`src/rtl/dtlb.sv`:
```
// Fully associative data TLB with one-cycle registered lookup and probe.
// It also provides combinational entry read-back and async active-low clear of all state.
`ifndef StallBus
`define StallBus 5:0
`endif

module dtlb #(
    parameter int TLBNUM = 16,
    localparam int IW = $clog2(TLBNUM)
) (
    input  logic            clk,
    input  logic            rst,
    input  logic            flush,
    input  logic [`StallBus] stall,
    input  logic            req_en,
    input  logic [31:0]     req_vaddr,
    input  logic            req_we,
    input  logic [7:0]      cp0_asid,
    input  logic            w_en,
    input  logic [IW-1:0]   w_index,
    input  logic [18:0]     w_vpn2,
    input  logic [7:0]      w_asid,
    input  logic            w_g,
    input  logic [19:0]     w_pfn0,
    input  logic [19:0]     w_pfn1,
    input  logic [2:0]      w_c0,
    input  logic [2:0]      w_c1,
    input  logic            w_d0,
    input  logic            w_d1,
    input  logic            w_v0,
    input  logic            w_v1,
    input  logic            p_en,
    input  logic [18:0]     p_vpn2,
    output logic            p_found,
    output logic [IW-1:0]   p_index,
    input  logic [IW-1:0]   r_index,
    output logic [18:0]     r_vpn2,
    output logic [7:0]      r_asid,
    output logic            r_g,
    output logic [19:0]     r_pfn0,
    output logic [19:0]     r_pfn1,
    output logic [2:0]      r_c0,
    output logic [2:0]      r_c1,
    output logic            r_d0,
    output logic            r_d1,
    output logic            r_v0,
    output logic            r_v1,
    output logic [31:0]     paddr,
    output logic            d_refill,
    output logic            d_invalid,
    output logic            d_modify,
    output logic            d_uncached
);
    localparam logic STOP    = 1'b1;
    localparam logic NO_STOP = 1'b0;

    typedef struct packed {
        logic [18:0] vpn2;
        logic [7:0]  asid;
        logic        g;
        logic [19:0] pfn0;
        logic [19:0] pfn1;
        logic [2:0]  c0;
        logic [2:0]  c1;
        logic        d0;
        logic        d1;
        logic        v0;
        logic        v1;
    } tlb_entry_t;

    tlb_entry_t tlb_reg [TLBNUM];

    logic [TLBNUM-1:0] lk_match;
    logic [TLBNUM-1:0] pr_match;
    logic [IW-1:0]     lk_idx;
    logic [IW-1:0]     pr_idx;
    logic              lk_hit;
    logic              pr_hit;

    logic [31:0] paddr_next;
    logic        refill_next;
    logic        invalid_next;
    logic        modify_next;
    logic        uncached_next;

    logic [31:0] paddr_reg;
    logic        refill_reg;
    logic        invalid_reg;
    logic        modify_reg;
    logic        uncached_reg;
    logic        p_found_reg;
    logic [IW-1:0] p_index_reg;

    logic unused_stall;
    assign unused_stall = ^stall[3:0];

    for (genvar gi = 0; gi < TLBNUM; gi++) begin : g_match
        assign lk_match[gi] = (tlb_reg[gi].vpn2 == req_vaddr[31:13]) &&
                              (tlb_reg[gi].g || (tlb_reg[gi].asid == cp0_asid));
        assign pr_match[gi] = (tlb_reg[gi].vpn2 == p_vpn2) &&
                              (tlb_reg[gi].g || (tlb_reg[gi].asid == cp0_asid));
    end

    // Descending scan so the lowest matching index is the one left standing.
    always_comb begin
        lk_idx = '0;
        pr_idx = '0;
        for (int i = TLBNUM - 1; i >= 0; i--) begin
            if (lk_match[i]) lk_idx = IW'(i);
            if (pr_match[i]) pr_idx = IW'(i);
        end
        lk_hit = |lk_match;
        pr_hit = |pr_match;
    end

    always_comb begin
        logic        odd;
        logic [19:0] pfn;
        logic [2:0]  c;
        logic        d;
        logic        v;
        odd           = req_vaddr[12];
        pfn           = odd ? tlb_reg[lk_idx].pfn1 : tlb_reg[lk_idx].pfn0;
        c             = odd ? tlb_reg[lk_idx].c1   : tlb_reg[lk_idx].c0;
        d             = odd ? tlb_reg[lk_idx].d1   : tlb_reg[lk_idx].d0;
        v             = odd ? tlb_reg[lk_idx].v1   : tlb_reg[lk_idx].v0;
        paddr_next    = '0;
        refill_next   = 1'b0;
        invalid_next  = 1'b0;
        modify_next   = 1'b0;
        uncached_next = 1'b0;
        // An idle request produces an all-zero result, including paddr.
        if (req_en) begin
            if (req_vaddr[31:30] == 2'b10) begin
                paddr_next    = {3'b000, req_vaddr[28:0]};
                uncached_next = req_vaddr[29];
            end else if (!lk_hit) begin
                refill_next = 1'b1;
            end else if (!v) begin
                invalid_next = 1'b1;
            end else if (req_we && !d) begin
                modify_next = 1'b1;
            end else begin
                paddr_next    = {pfn, req_vaddr[11:0]};
                uncached_next = (c == 3'd2);
            end
        end
    end

    always_ff @(posedge clk or negedge rst) begin
        if (!rst) begin
            for (int i = 0; i < TLBNUM; i++) tlb_reg[i] <= '0;
        end else if (w_en) begin
            tlb_reg[w_index] <= '{vpn2: w_vpn2, asid: w_asid, g: w_g,
                                  pfn0: w_pfn0, pfn1: w_pfn1, c0: w_c0, c1: w_c1,
                                  d0: w_d0, d1: w_d1, v0: w_v0, v1: w_v1};
        end
    end

    always_ff @(posedge clk or negedge rst) begin
        if (!rst) begin
            paddr_reg    <= '0;
            refill_reg   <= 1'b0;
            invalid_reg  <= 1'b0;
            modify_reg   <= 1'b0;
            uncached_reg <= 1'b0;
        end else if (flush || (stall[4] == STOP && stall[5] == NO_STOP)) begin
            paddr_reg    <= '0;
            refill_reg   <= 1'b0;
            invalid_reg  <= 1'b0;
            modify_reg   <= 1'b0;
            uncached_reg <= 1'b0;
        end else if (stall[4] == NO_STOP) begin
            paddr_reg    <= paddr_next;
            refill_reg   <= refill_next;
            invalid_reg  <= invalid_next;
            modify_reg   <= modify_next;
            uncached_reg <= uncached_next;
        end
    end

    always_ff @(posedge clk or negedge rst) begin
        if (!rst) begin
            p_found_reg <= 1'b0;
            p_index_reg <= '0;
        end else if (p_en) begin
            p_found_reg <= pr_hit;
            p_index_reg <= pr_hit ? pr_idx : '0;
        end
    end

    assign paddr      = paddr_reg;
    assign d_refill   = refill_reg;
    assign d_invalid  = invalid_reg;
    assign d_modify   = modify_reg;
    assign d_uncached = uncached_reg;
    assign p_found    = p_found_reg;
    assign p_index    = p_index_reg;

    assign r_vpn2 = tlb_reg[r_index].vpn2;
    assign r_asid = tlb_reg[r_index].asid;
    assign r_g    = tlb_reg[r_index].g;
    assign r_pfn0 = tlb_reg[r_index].pfn0;
    assign r_pfn1 = tlb_reg[r_index].pfn1;
    assign r_c0   = tlb_reg[r_index].c0;
    assign r_c1   = tlb_reg[r_index].c1;
    assign r_d0   = tlb_reg[r_index].d0;
    assign r_d1   = tlb_reg[r_index].d1;
    assign r_v0   = tlb_reg[r_index].v0;
    assign r_v1   = tlb_reg[r_index].v1;

endmodule

```
`config.mk`:
```
export PLATFORM = sky130hd
export DESIGN_NAME = dtlb
export DESIGN_NICKNAME = d
export VERILOG_FILES = /design/src/rtl/dtlb.sv
export SDC_FILE = /design/constraint.sdc
export NUM_CORES = 2
export LEC_CHECK = 0
export BUFFER_PORTS_ARGS = -buffer_cell sky130_fd_sc_hd__clkbuf_2
export CORE_MARGIN = 10
export CORE_UTILIZATION = 30
export CTS_CLUSTER_SIZE = 24
export DETAILED_ROUTE_END_ITERATION = 8
export GPL_ROUTABILITY_DRIVEN = 1
export SLEW_MARGIN = 20
export SYNTH_ARGS = -nofsm -noshare
export SYNTH_HDL_FRONTEND = slang
export SYNTH_SLANG_ARGS = --single-unit
```
`constraint.sdc`:
```
create_clock -name clk -period 8.08 [get_ports clk]
set_input_delay 0.404 -clock clk [delete_from_list [all_inputs] [get_ports clk]]
set_output_delay 0.404 -clock clk [all_outputs]
set_load 0.005 [all_outputs]
```
# [Word level (Yosys, flattened, before mapping)]
# Index checks and enable logic that the tools add are counted.
[classes] add_sub_neg=0 n_mul=0 div_mod_pow=0 magnitude_cmp=4 n_eq_ne=51 shift=0 mux=78 bitwise=4 n_reduce_logical=55
[ops] operator="$bwmux W1248" n=1
[ops] operator="$bmux W78 S4" n=2
[ops] operator="$eq A19 B19 Y1" n=32
[ops] operator="$demux W78 S4" n=1
[ops] operator="$mux W78" n=3
[ops] operator="$mux W32" n=7
[ops] operator="$mux W4" n=33
[ops] operator="$eq A8 B8 Y1" n=16
[ops] operator="$mux W50" n=2
[ops] operator="$logic_and A1 B1 Y1" n=35
[ops] operator="$reduce_or A16 Y1" n=2
[ops] operator="$mux W1" n=27
[ops] operator="$mux W20" n=1
[ops] operator="$logic_or A1 B1 Y1" n=17
[ops] operator="$ge A5 B5 Y1 const B" n=3
[ops] operator="$not A4 Y5" n=3
[ops] operator="$lt A5 B1 Y1 const B" n=1
[ops] operator="$eq A3 B2 Y1 const B" n=1
[ops] operator="$mux W3" n=1
[ops] operator="$eq A2 B2 Y1 const B" n=1
[ops] operator="$ne A2 B1 Y1 const B" n=1
[ops] operator="$logic_not A1 Y1" n=1
[ops] operator="$not A1 Y1" n=1
[word_totals] regBits=1289 latch_bits=0 mem_bits_rw=0 romBits=0 input_bits=158 n_memories=0

# [Depth between registers and ports, before layout]
[depth] depth_word=33 ltp_mapped=19

# [Worst setup path after synthesis]
# OpenSTA, ideal clock, no wires.
[synth_path] path_type="input port to flip-flop" start="in req_vaddr[27]" end="reg paddr_reg[10] (netlist: paddr[10])" t_arrival_ns=3.913 t_required_ns=7.959 slack_ns=4.047 cell_stages=16 path_cell_list="buf_2 -> buf_6 -> xnor2_1 -> nand4_1 -> nor4_1 -> and3_2 -> nor2_1 -> a221o_2 -> a21oi_4 -> mux4_2 -> nand4_1 -> o311ai_1 -> or4_4 -> a31o_2 -> buf_6 -> a22o_1"
[synth_between] elab_chain_cells=32 word_cells_on_any_way=64 cone_classes="eq/ne (16); mux (28); bitwise (1); reduce/logical (19)"
[synth_rtl] item="start: declaration" line_no="16" source="input logic [31:0] req_vaddr,"
[synth_rtl] item="$eq A19 B19 Y1" line_no="98" source="assign lk_match[gi] = (tlb_reg[gi].vpn2 == req_vaddr[31:13]) &&"
[synth_rtl] item="$logic_and A1 B1 Y1" line_no="98"
[synth_rtl] item="$mux W4 (16 in series)" line_no="109" source="if (lk_match[i]) lk_idx = IW'(i);"
[synth_rtl] item="$not A4 Y5 (not written as such)" line_no="125, 126"
[synth_rtl] item="$bmux W78 S4" line_no="125, 126"
[synth_rtl] item="$mux W50 (not written as such) (2 in series)" line_no="126" source="v = odd ? tlb_reg[lk_idx].v1 : tlb_reg[lk_idx].v0;"
[synth_rtl] item="$mux W1" line_no="125" source="d = odd ? tlb_reg[lk_idx].d1 : tlb_reg[lk_idx].d0;"
[synth_rtl] item="$logic_not A1 Y1" line_no="141" source="end else if (req_we && !d) begin"
[synth_rtl] item="$logic_and A1 B1 Y1" line_no="141"
[synth_rtl] item="$mux W32" line_no="141"
[synth_rtl] item="$mux W32" line_no="139" source="end else if (!v) begin"
[synth_rtl] item="$mux W32 *" line_no="137" source="end else if (!lk_hit) begin"
[synth_rtl] item="$mux W32 *" line_no="134" source="if (req_vaddr[31:30] == 2'b10) begin"
[synth_rtl] item="$mux W32 *" line_no="133" source="if (req_en) begin"
[synth_rtl] item="$mux W32 *" line_no="173" source="end else if (stall[4] == NO_STOP) begin"
[synth_rtl] item="$mux W32 *" line_no="167" source="end else if (flush || (stall[4] == STOP && stall[5] == NO_STOP)) begin"
[synth_rtl] item="end signal: assignment" line_no="174" source="paddr_reg <= paddr_next;"
[synth_rtl] item="end: declaration" line_no="86" source="logic [31:0] paddr_reg;"
# Mark *: on every way between the ends. The rest lies on a longest branch, timed or not. The select of a mux whose other input is x is not followed.
# A chain may end at the register's enable or synchronous reset.

# [Worst setup path after layout]
[layout_path] start="reg tlb_reg[678] (netlist bit)" end="reg paddr_reg[30] (netlist: paddr[30])"
[layout_between] elab_chain_cells=25 word_cells_on_any_way=28 cone_classes="eq/ne (1); mux (21); bitwise (1); reduce/logical (5)"
[layout_rtl] item="start: declaration" line_no="71" source="tlb_entry_t tlb_reg [TLBNUM];"
[layout_rtl] item="start signal: indexed assignment" line_no="154" source="tlb_reg[w_index] <= '{vpn2: w_vpn2, asid: w_asid, g: w_g,"
[layout_rtl] item="$eq A8 B8 Y1 *" line_no="99" source="(tlb_reg[gi].g || (tlb_reg[gi].asid == cp0_asid));"
[layout_rtl] item="$logic_or A1 B1 Y1 *" line_no="99"
[layout_rtl] item="$logic_and A1 B1 Y1 *" line_no="98"
[layout_rtl] item="$mux W4 (8 in series)" line_no="109"
[layout_rtl] item="$not A4 Y5 (not written as such)" line_no="123, 125, 126"
[layout_rtl] item="$bmux W78 S4" line_no="123, 125, 126"
[layout_rtl] item="$mux W50 (not written as such) (2 in series)" line_no="126"
[layout_rtl] item="$mux W1" line_no="125"
[layout_rtl] item="$logic_not A1 Y1" line_no="141"
[layout_rtl] item="$logic_and A1 B1 Y1" line_no="141"
[layout_rtl] item="$mux W32" line_no="141"
[layout_rtl] item="$mux W32" line_no="139"
[layout_rtl] item="$mux W32 *" line_no="137"
[layout_rtl] item="$mux W32 *" line_no="134"
[layout_rtl] item="$mux W32 *" line_no="133"
[layout_rtl] item="$mux W32 *" line_no="173"
[layout_rtl] item="$mux W32 *" line_no="167"
# Marks and branches as above.

==> impl_metrics.ini <==
[floorplanning]
rows = 180
die_h_um = 511.8
die_area_mm2 = 0.2620
core-area_mm2 = 0.2405
dieWidth_um = 511.8
num_io_pins = 277
start_util_pct = 30.17

[clock_network]
clockRootBuffer = clkbuf_16
tritoncts = done
clk_latency_ns = 0.82
post-cts-setup-buffers = 0
path_clk_slew_ns = 0.06
cts_buffers = 149
htreeDepth = 4
clockBufferDepth = 3
cts_resized = 0
cts-hold-fix-buffers = 16
cts_sinks = 1289

[global_routing]
antenna_found_initial = 50
grt_overflow = 0
grt_max_degree = 173
first_global_vias = 52570
grt_pass1_wl_um = 375500
grtUsageTotal_pct = 19.00

[yosys]
synth_seq_cells = 1289
syn_inst = 5836
syn_nets = 5994
synth_flop_cell = dfrtp_1
ys_seq_area_share_pct = 44.45
synth_area_per_cell_um2 = 12.44
synth.distinct_cells = 80
synth_async_sr_flop_share_pct = 100.0
yosys_warnings = 0
synth_edf_count = 0
syn_area_mm2 = 0.07257

[worst_setup_path]
crit_buf_inv = 1
end_kind = flop
crit_slowest_cell = a21oi_4
ff2ff_setup_slack_ns = 2.02
path_class = reg2reg
cp.required_ns = 8.78
cp.arrival_ns = 6.77
cp_top_family = compound AO/OA/AOI/OAI gates
max_stage_delay_ns = 0.83
cp_cell_sequence = xor2_1 -> nor4_1 -> a41o_1 -> and3_2 -> nor2_1 -> a221o_2 -> a21oi_4 -> buf_12 -> nand2_1 -> a31oi_1 -> nand4_1 -> o2111ai_2 -> nand3_1 -> o21ai_1
start_kind = flop
cp_max_fo = 76

[timing]
hold_viol_final = 0
drv_slew = 0
whs_ns = 0.06938
slew_headroom_pct = 22.60
finalCritPeriodShare_pct = 75.03
rsz0062_at_grt = false
finClkSkew_ns = 0.04228
finalSetupViolCount = 0
tns_ns = 0
max_freq_mhz = 164.9
worstMarginPinSlew_ns = 1.161
period_needed_ns = 6.063

[final_layout]
fillers = 23580
area_delta_synth_final_pct = 13.05
register_area_mm2 = 0.03226
finalNonFillerCells = 9147
multi_input_area_mm2 = 0.03810
drive_gt1_share_pct = 38.51
largest_reg_flops = 1248
num-nets-final = 5995

[pwr]
clockPowerShare_pct = 33.2
vdd_drop_max_v = 0.0001937
power_uw = 21580
p_switching_uw = 6696
p_seq_share_pct = 43.8
pwr-share-comb_pct = 23.0
leakagePower_uw = 0.03317
p_sw_share_pct = 31.02
p_int_uw = 14890
power.density_mw_per_mm2 = 263.1

[routing]
viasPerCell = 5.659
drcViolationCount = 0
drt_iter0_drc = 5796
drt_wl_total_um = 258000
vias = 51770
dr.pass1.iters = 6
post_drt_wl_per_cell_um = 28.21
ant_nets = 0

[worst_hold_path]
holdCritPathClass = in2reg

[place]
place.gp.congestion = 0.9738
port_buffers = 272
placed_cells = 8855
dpl.hpwl_um = 167500

[run_status]
status = finished clean

[flow_run]
maxCapViolCount = 0
-- cell usage after synthesis, types with 4 or more instances --
cell type | n | area, µm²
o21ai_1 | 20 | 100.1
and4_1 | 20 | 175.2
or3_1 | 6 | 37.54
xor2_1 | 388 | 3398
o21ai_0 | 21 | 105.1
a22o_1 | 13 | 113.9
buf_1 | 84 | 315.3
buf_4 | 12 | 90.09
mux2_2 | 1248 | 14050
and3_1 | 6 | 37.54
a41o_1 | 9 | 90.09
dfrtp_1 | 1289 | 32260
nor2_1 | 45 | 168.9
inv_1 | 10 | 37.54
clkbuf_1 | 338 | 1269
nor3_1 | 33 | 165.2
buf_2 | 57 | 285.3
mux4_2 | 395 | 8896
xnor2_1 | 348 | 3048
nor3b_1 | 9 | 67.56
nand2b_1 | 6 | 37.54
a21oi_1 | 15 | 75.07
nand2_1 | 671 | 2519
and2_1 | 8 | 50.05
a22oi_1 | 17 | 127.6
mux2i_1 | 28 | 280.3
nand3_1 | 269 | 1346
buf_6 | 30 | 337.8
a31oi_1 | 80 | 500.5
nor4_1 | 96 | 600.6
nor4b_1 | 25 | 219.0
nor2b_1 | 4 | 25.02
nand4_1 | 169 | 1057
-- per-layer routing --
metal	global-route usage, %	vias up	wire length, µm
li1	-	21240	-
met5	0	-	267
met1	25.12	27410	107000
met2	29.81	2420	117800
met4	8.112	42	12450
met3	4.369	654	20440
-- area by class of cell --
type | count | share of cell area, %
multi-input combinational | 4013 | 46.44
inverter | 10 | 0.04575
tap | 3185 | 4.857
timing repair buffer | 374 | 2.977
antenna | 11 | 0.03355
sequential | 1289 | 39.31
clock buffer | 213 | 5.341
clock inverter | 52 | 0.9958
-- worst reg2reg max path, cell delays in order, from the launching register on --
cell and delay [ns]:
dfrtp_1 0.40, xor2_1 0.15, nor4_1 0.77, a41o_1 0.45, and3_2 0.37, nor2_1 0.14, a221o_2 0.53, a21oi_4 0.83
buf_12 0.46, nand2_1 0.13, a31oi_1 0.20, nand4_1 0.18, o2111ai_2 0.19, nand3_1 0.75, o21ai_1 0.40
-- stage by stage --
stage,area (µm²),worst slack [ns],utilization [%]
floorplan,72570,4.047,-
CTS,82020,2.018,34.10
finish,82040,2.017,34.11
global route,82030,1.620,34.10
detailed placement,76660,1.538,31.87
global placement,76650,1.452,31.87
-- worst paths after layout --
path,from,end,depth (start not counted)
max in group asynchronous,rst,tlb_reg[993],4
min in group asynchronous,rst,tlb_reg[407],2
hold reg to reg,d_refill,d_refill,2
hold / removal,w_pfn1[17],tlb_reg[1119],2
setup reg to reg,tlb_reg[678],paddr[30],14
setup / recovery,tlb_reg[678],paddr[30],14
-- power groups by stage --
stage	registers, µW	clock network [µW]	logic [µW]
after floorplan	8960	0	3570
after global placement	9380	0	4850
after detailed placement	9500	0	4960
after CTS	9390	7280	4990
after global routing	9610	7550	5340
final	9450	7160	4970
-- kinds of logic (layout without fill, tap and decap cells) --
group | count (synthesis) | in the layout | synth area share [%]
flops | 1289 | 1289 | 44.45
simple gates | 1383 | 1383 | 9.196
buf+inv | 534 | 649 | 3.272
other cells | 0 | 11 | 0
mux | 1672 | 1672 | 32.02
xor+xnor | 736 | 736 | 8.882
compound gates | 222 | 222 | 2.179
-- layout by cell type, fill, tap and decap left out, drive strengths merged, types with 20 or more instances in the layout --
cell and instances:
o21ai 42, clkbuf 481, buf 90, nor4 98, dfrtp 1289, a31oi 80, xor2 388, nor4b 27
xnor2 348, nor3 35, and4 20, mux2i 28, mux2 1249, clkinv 33, nand4 169, nor2 45
nand2 671, nand3 269, mux4 395
Note: power is estimated with default switching activity, not from simulation.
